$ cat config.mk
export PLATFORM = sky130hd
export DESIGN_NAME = dmem_arbiter
export DESIGN_NICKNAME = d
export VERILOG_FILES = /design/src/rtl/dmem_arbiter.sv
export SDC_FILE = /design/constraint.sdc
export NUM_CORES = 1
export LEC_CHECK = 0
export BUFFER_PORTS_ARGS = -buffer_cell sky130_fd_sc_hd__buf_4
export CAP_MARGIN = 40
export CORE_AREA = 2 2 94 96
export DETAILED_ROUTE_END_ITERATION = 16
export DIE_AREA = 0 0 96 98
export GPL_TIMING_DRIVEN = 0
export PLACE_DENSITY = 0.53
export SLEW_MARGIN = 20
export SYNTH_ARGS = -nofsm -noshare
export SYNTH_HDL_FRONTEND = slang
export SYNTH_SLANG_ARGS = --single-unit
$ cat constraint.sdc
create_clock -name clk -period 3.2 [get_ports clk]
set_clock_uncertainty 0.05 [all_clocks]
set_input_delay 0.64 -clock clk [delete_from_list [all_inputs] [get_ports clk]]
set_output_delay 0.64 -clock clk [all_outputs]
set_load 0.01 [all_outputs]
$ cat src/rtl/dmem_arbiter.sv
// Two-port arbiter/sequencer for the shared single-port data memory (CPU data port vs UART loader).
// Build option: define DMEM_ARB_RR_EN for round-robin arbitration; default is fixed CPU priority.
//
// state  | meaning
// IDLE   | no access in flight; grant the winning request into owner
// ACCESS | memory enabled for the owner's access (memory samples at end of cycle)
// RESP   | owner's ack pulse, read data returned from m_rdata

module dmem_arbiter #(
   parameter int AW = 10,
   parameter int DW = 32
) (
   input  logic          clk,
   input  logic          rst,
   input  logic          c_req,
   input  logic          c_we,
   input  logic [3:0]    c_be,
   input  logic [AW-1:0] c_addr,
   input  logic [DW-1:0] c_wdata,
   output logic          c_ack,
   output logic [DW-1:0] c_rdata,
   input  logic          u_req,
   input  logic          u_we,
   input  logic [3:0]    u_be,
   input  logic [AW-1:0] u_addr,
   input  logic [DW-1:0] u_wdata,
   output logic          u_ack,
   output logic [DW-1:0] u_rdata,
   output logic          m_en,
   output logic [3:0]    m_we,
   output logic [AW-1:0] m_addr,
   output logic [DW-1:0] m_wdata,
   input  logic [DW-1:0] m_rdata
);

   typedef enum logic [1:0] {IDLE, ACCESS, RESP} state_t;

   localparam logic OWN_CPU  = 1'b0;
   localparam logic OWN_UART = 1'b1;

   state_t state, state_nxt;
   logic   owner, owner_nxt;
   logic   grant;

`ifdef DMEM_ARB_RR_EN
   logic last_owner;

   // Ties go to whoever did not win last; resetting to UART hands the CPU the first tie.
   always_ff @(posedge clk or posedge rst) begin
      if (rst)
         last_owner <= OWN_UART;
      else if (state == IDLE && (c_req || u_req))
         last_owner <= owner_nxt;
   end

   always_comb begin
      grant = OWN_CPU;
      if (c_req && u_req)
         grant = ~last_owner;
      else if (u_req)
         grant = OWN_UART;
   end
`else
   always_comb begin
      grant = c_req ? OWN_CPU : OWN_UART;
   end
`endif

   always_ff @(posedge clk or posedge rst) begin
      if (rst) begin
         state <= IDLE;
         owner <= OWN_CPU;
      end else begin
         state <= state_nxt;
         owner <= owner_nxt;
      end
   end

   always_comb begin
      state_nxt = state;
      owner_nxt = owner;
      case (state)
         IDLE: begin
            if (c_req || u_req) begin
               owner_nxt = grant;
               state_nxt = ACCESS;
            end
         end
         ACCESS:  state_nxt = RESP;
         RESP:    state_nxt = IDLE;
         default: state_nxt = IDLE;
      endcase
   end

   // Owner's request fields are held stable by protocol, so muxing them here is safe.
   logic          sel_we;
   logic [3:0]    sel_be;
   logic [AW-1:0] sel_addr;
   logic [DW-1:0] sel_wdata;

   assign sel_we    = (owner == OWN_UART) ? u_we    : c_we;
   assign sel_be    = (owner == OWN_UART) ? u_be    : c_be;
   assign sel_addr  = (owner == OWN_UART) ? u_addr  : c_addr;
   assign sel_wdata = (owner == OWN_UART) ? u_wdata : c_wdata;

   always_comb begin
      m_en    = 1'b0;
      m_we    = 4'b0000;
      m_addr  = '0;
      m_wdata = '0;
      c_ack   = 1'b0;
      c_rdata = '0;
      u_ack   = 1'b0;
      u_rdata = '0;
      case (state)
         ACCESS: begin
            m_en    = 1'b1;
            m_addr  = sel_addr;
            m_wdata = sel_wdata;
            m_we    = sel_we ? sel_be : 4'b0000;
         end
         RESP: begin
            if (owner == OWN_UART) begin
               u_ack   = 1'b1;
               u_rdata = u_we ? '0 : m_rdata;
            end else begin
               c_ack   = 1'b1;
               c_rdata = c_we ? '0 : m_rdata;
            end
         end
         default: ;
      endcase
   end

endmodule

Yosys cells after proc, flatten, opt, wreduce, memory -nomap -nowiden
Cells that the tools add are included.

Flip-flop bits (word level): 3. Latch bits: 0. Bits in writable memories: 0. Memory bits (read-only): 0. Bits of input ports: 130. Memories kept: 0.

$add $sub $neg: 0. Multipliers: 0. Divide/modulo/power cells: 0. $lt $le $gt $ge: 0. Equality and inequality tests: 3. Shifts and indexed selects: 0. Mux-type cells: 22. Bitwise logic cells: 0. Reductions and logical operators: 3.

Operators with widths (number): 2-to-1 mux 32 bit (8); 2-to-1 mux 10 bit (2); 2-to-1 mux 4 bit (3); 2-to-1 mux 1 bit (7); one-hot mux 2 bit (2 select lines) (1); equality test 2 x 1 -> 1 bit, second input constant (1); equality test 2 bit, second input constant (1); logical NOT 2 bit (1); 2-to-1 mux 2 bit (1); != test 2 bit, second input constant (1); AND reduction 2 bit (1); logical OR 1 bit (1).

Depth between registers and ports, before layout
Depth in word-level cells: 3. Depth in mapped cells: 4.

Worst setup path before layout
OpenSTA, ideal clock, no wires.

Path type: input port to output port. Start point: in c_we. End point: out c_rdata[10]. Data arrival time: 1.290 ns. Data required time: 2.510 ns. Path slack: 1.220 ns. Stages on the path: 3. Cell sequence: nor4b_4 > buf_6 > and2_1.

Word-level cells in the longest chain between the ends: 3.

Ends and longest elaborated chain: start: declaration (line 16) `input logic c_we,`; 2-to-1 mux 32 bit (line 128) `c_rdata = c_we ? '0 : m_rdata;`; 2-to-1 mux 32 bit (line 123) `if (owner == OWN_UART) begin`; 2-to-1 mux 32 bit (line 115) `case (state)`; end: declaration (line 21) `output logic [DW-1:0] c_rdata,`.

No other way between the ends.

Worst setup path in the final report
Start point: in c_we. End point: out c_rdata[8].

The elaborated chain is that of the path after synthesis.

==> results by stage <==
Pwr:
- For this design the static power due to leakage is 0.00191 uW.
- Power comes to approximately 1700 uW.
- The worst-case IR drop observed on VDD is between 0.0002 and 0.00025 V.
- The areal power density over the cells is between 400 and 500 nW/um2.

Placed design:
- The wire-length estimate of the detail-placed layout is 6.39 mm.
- Before CTS, the worst setup slack after placement is 0.831 ns.
- The number of port buffers is 242.
- The area of placed instances is between 3000 and 4000 um2.
- Routability-driven placement finished with a final weighted congestion of 0.692.

Setup path:
- The largest fanout on the critical path is 10.
- The largest single stage delay on the critical path is 0.40 ns.
- Measured in cells, the most critical reg-to-reg path has a length of 4.
- The most critical setup path has its startpoint at c_we.
- The largest individual stage delay along the critical path comes from the cell sky130_fd_sc_hd__nor4b_4.
- STA puts the critical path data required time at ~2.5 ns.
- The signal on the critical path passes through buf_4, nor4b_4, buf_6, and2_1, buf_4.
- By startpoint and endpoint, the worst setup path is classified as input pin to output pin.
- The worst setup path endpoint is c_rdata[8].
- The kind of cell with the highest combined delay along the critical path is simple AND/OR/NAND/NOR gates.
- The count of cell instances traversed by the critical path is 5.
- The launch instance of the worst register-to-register path is state[1]$_DFFE_PP0P_.
- The worst register-to-register path ends at state[1]$_DFFE_PP0P_.
- The type of origin of the critical path is an input pin.
- The sum of buffers and inverters on the critical path is 3.
- The minimum setup slack among reg-to-reg paths is 1.84 ns.
- The type of element capturing the critical path is an output pin.
- The worst endpoint data arrival time is approximately 1.6 ns.
- The dominant cell type by count on the critical path is sky130_fd_sc_hd__buf_4.

Synth:
- The synthesized area divided by synthesized cell count is 6.92 um2.
- Counting every net in the synthesized netlist gives around 320.
- The area share of the largest cell type after synthesis is 0.316.
- The compound-cell area share of the yosys netlist is 0.0273.
- The synthesized flop and latch total is 3.
- The share of the Yosys chip area taken by registers is 0.0565.
- The number of distinct library cell variants in the gate-level netlist after synthesis is 18.
- Summing every instance area after synthesis gives between 1000 and 1500 um2.
- Summed over all instances, the cell type with the most area after synthesis is sky130_fd_sc_hd__mux2i_1.
- Ranked by total cell area, the synthesized netlist is headed by sky130_fd_sc_hd__mux2i_1 (32%), sky130_fd_sc_hd__and2_1 (30%), sky130_fd_sc_hd__nor2_1 (12%).
- The number of enable flip-flop cells after synthesis is 0.
- By area, the combinational part of the netlist is dominated by simple AND/OR/NAND/NOR gates.
- The XOR/XNOR share of the synthesized area is 0.
- The area share of and/or/nand/nor cells after synthesis is 0.510.
- Of the total synthesized cell area, the portion taken by full adders, half adders and majority gates is 0.
- The most used standard cell by instance count after synthesis is sky130_fd_sc_hd__and2_1.
- The share of synthesized registers carrying an async set or reset is 1.00.
- Ranked by instance count, the synthesized netlist is headed by sky130_fd_sc_hd__and2_1 (64), sky130_fd_sc_hd__nor2_1 (43), sky130_fd_sc_hd__mux2i_1 (42), sky130_fd_sc_hd__buf_2 (11).
- The most instantiated flip-flop cell in the synthesis netlist is sky130_fd_sc_hd__dfrtp_1.
- Yosys printed 0 warnings.
- The synthesized netlist cell count is 192.
- The share of cell area taken by muxes after synthesis is 0.316.

Routing:
- The final route contains about 2,200 vias.
- The count of nets left with antenna violations after detail routing is 0.
- The DRC marker count from the first detailed-route iteration is 37.
- Using the TritonRoute via totals, the vias-per-cell ratio works out to between 4 and 5.
- In the routed design, unresolved DRC markers number 0.
- The number of search-and-repair iterations in the first detailed-routing pass is 4.
- The total detailed-routing wirelength is 7.30 mm.
- The average wire per cell in the routed design is around 13 um.

GRT:
- The met1 track demand over resource is 0.154.
- In the global route stage, met3 resource usage came out at 0.0278.
- met2 is the most crowded layer.
- For this run, the total global-route usage over all layers was measured as 0.141.
- The initial antenna violation count was 0.
- The met2 routing resource usage after global routing is 0.270.
- Summed over all layers, the global routing overflow is 0.
- The global-route wire length before repair is ~11 mm.
- The via count of the first global-routing pass is roughly 2,200.
- Entering global routing, the biggest net connects 11 pins.

Finish:
- The layout-stage area growth over the synthesis result is 150%.
- The antenna diode count is 0.
- The final design area excluding fillers is between 3000 and 4000 um2.
- The share of layout cells above drive strength 1 is 0.598.
- The net total in the final layout is 569.
- The share of the core filled with cells in the final layout is 0.393.
- The filler cells instantiated in the layout total 918.

Timing:
- Setup repair after global routing left no endpoint under its margin.
- The max-slew violation count is 0.
- The smallest setup slack after layout is between 0.8 and 0.9 ns.
- The setup-violating endpoint count in the final report is 0.
- The time the worst path needs with I/O delays and setup is about 2.3 ns.
- The slew of the pin with the lowest slew margin is 0.450 ns.
- The peak clock frequency supported by timing is roughly 430 MHz.
- In the final timing run, aggregate negative setup slack is 0 ns.
- The part of the cycle the worst path needs is 0.723.
- The total count of hold-check failures in the final report is 0.
- The worst pin sits at a relative slew slack of 0.700.

Clock network:
- The clock slew at the register clock pins of the worst setup and hold paths is ~0.03 ns.
- The number of setup buffers added after CTS is 0.
- The longest clock path from root to sink contains 2 buffers.
- TritonCTS built the clock tree.
- The worst-skew pair later-pin latency is roughly 0.22 ns.
- The number of buffers created by CTS is 3.
- CTS built an H-tree with a depth of 1.
- In this run, post-CTS repair resized a total of 0 instances.
- For this design, the sink count on the clock tree is 3.
- The clock root buffer master is sky130_fd_sc_hd__clkbuf_8.
- Buffers inserted to repair hold after CTS numbered 0.

Outcome:
- The flow ran to the end, and the final reports show no timing, DRC or antenna violations.

Flow run:
- The number of max-cap violations is 0.

Floorplan:
- The die is roughly 98 um tall.
- The region available for standard cell placement spans about 8500 um2.
- For this configuration, the core starts out at a cell density of 0.157.
- The area enclosed by the die boundary is 9410 um2.
- In this run the count of I/O pins placed on the die edge is approximately 240.
- The die width is roughly 96 um.
- Row generation in the floorplan step produced 34 rows.

Hold path:
- The tightest min-delay check is of the input pin to asynchronous set/reset pin type.
worst min path at each step:
stage / startpoint / to / slack [ns] / cells after the start
after detailed placement: rst / owner$_DFFE_PP0P_ / 0.48 / 2
after floorplan: rst / owner$_DFFE_PP0P_ / 0.34 / 1
after CTS: rst / owner$_DFFE_PP0P_ / 0.25 / 2
final: rst / owner$_DFFE_PP0P_ / 0.24 / 2
after global placement: rst / state[0]$_DFFE_PP0P_ / 0.47 / 2
after global routing: rst / state[1]$_DFFE_PP0P_ / 0.25 / 2
cell type report:
cell class                 instances  area (um2)  share of cell area
buffer                            17         108              0.0324
clock buffer                       4        45.0              0.0135
inverter                           3        11.3             0.00339
multi-input combinational        169        1130               0.341
sequential                         3        75.1              0.0226
tap                              108         135              0.0406
timing repair buffer             242        1820               0.546
sequential cells by signal, indices dropped and copies added, names as in the netlist:
signal / cells
state: 2
owner: 1
where the power goes:
part / total [uW] / switching [uW] / internal [uW]
clock: 111 / 26.1 / 85.1
sequential: 83.2 / 26.3 / 57.0
combinational: 1460 / 701 / 762
cells by family after synthesis:
logic type             Yosys count
AOI/OAI and AO/OA                6
buffers and inverters           20
DFF                              3
muxes                           42
and+or+nand+nor                121
cells in the final DEF (no fill, tap or decap), types with 4 or more instances in the layout:
master / synthesis / final
sky130_fd_sc_hd__buf_4: 0 / 242
sky130_fd_sc_hd__and2_1: 64 / 64
sky130_fd_sc_hd__nor2_1: 43 / 43
sky130_fd_sc_hd__mux2i_1: 42 / 42
sky130_fd_sc_hd__buf_2: 11 / 11
sky130_fd_sc_hd__buf_6: 4 / 4
sky130_fd_sc_hd__nand3_1: 4 / 4
sky130_fd_sc_hd__nand3b_1: 4 / 4
sky130_fd_sc_hd__a21oi_1: 4 / 4
through the flow:
stage                     instances  hold slack [ns]
after global routing            546            0.248
after floorplan                 192            0.344
after global placement          542            0.474
after detailed placement        542            0.476
final                           546            0.245
after CTS                       546            0.248
per-layer routing:
| metal | routed length (um) | up-vias | part of all wire |
|---|---|---|---|
| li1 | - | 1114 | - |
| met1 | 2690 | 952 | 0.37 |
| met2 | 3760 | 149 | 0.51 |
| met3 | 757 | 8 | 0.10 |
| met4 | 91 | 0 | 0.012 |
| met5 | 0 | - | 0 |
No activity file was read; power rests on OpenSTA's default activity.
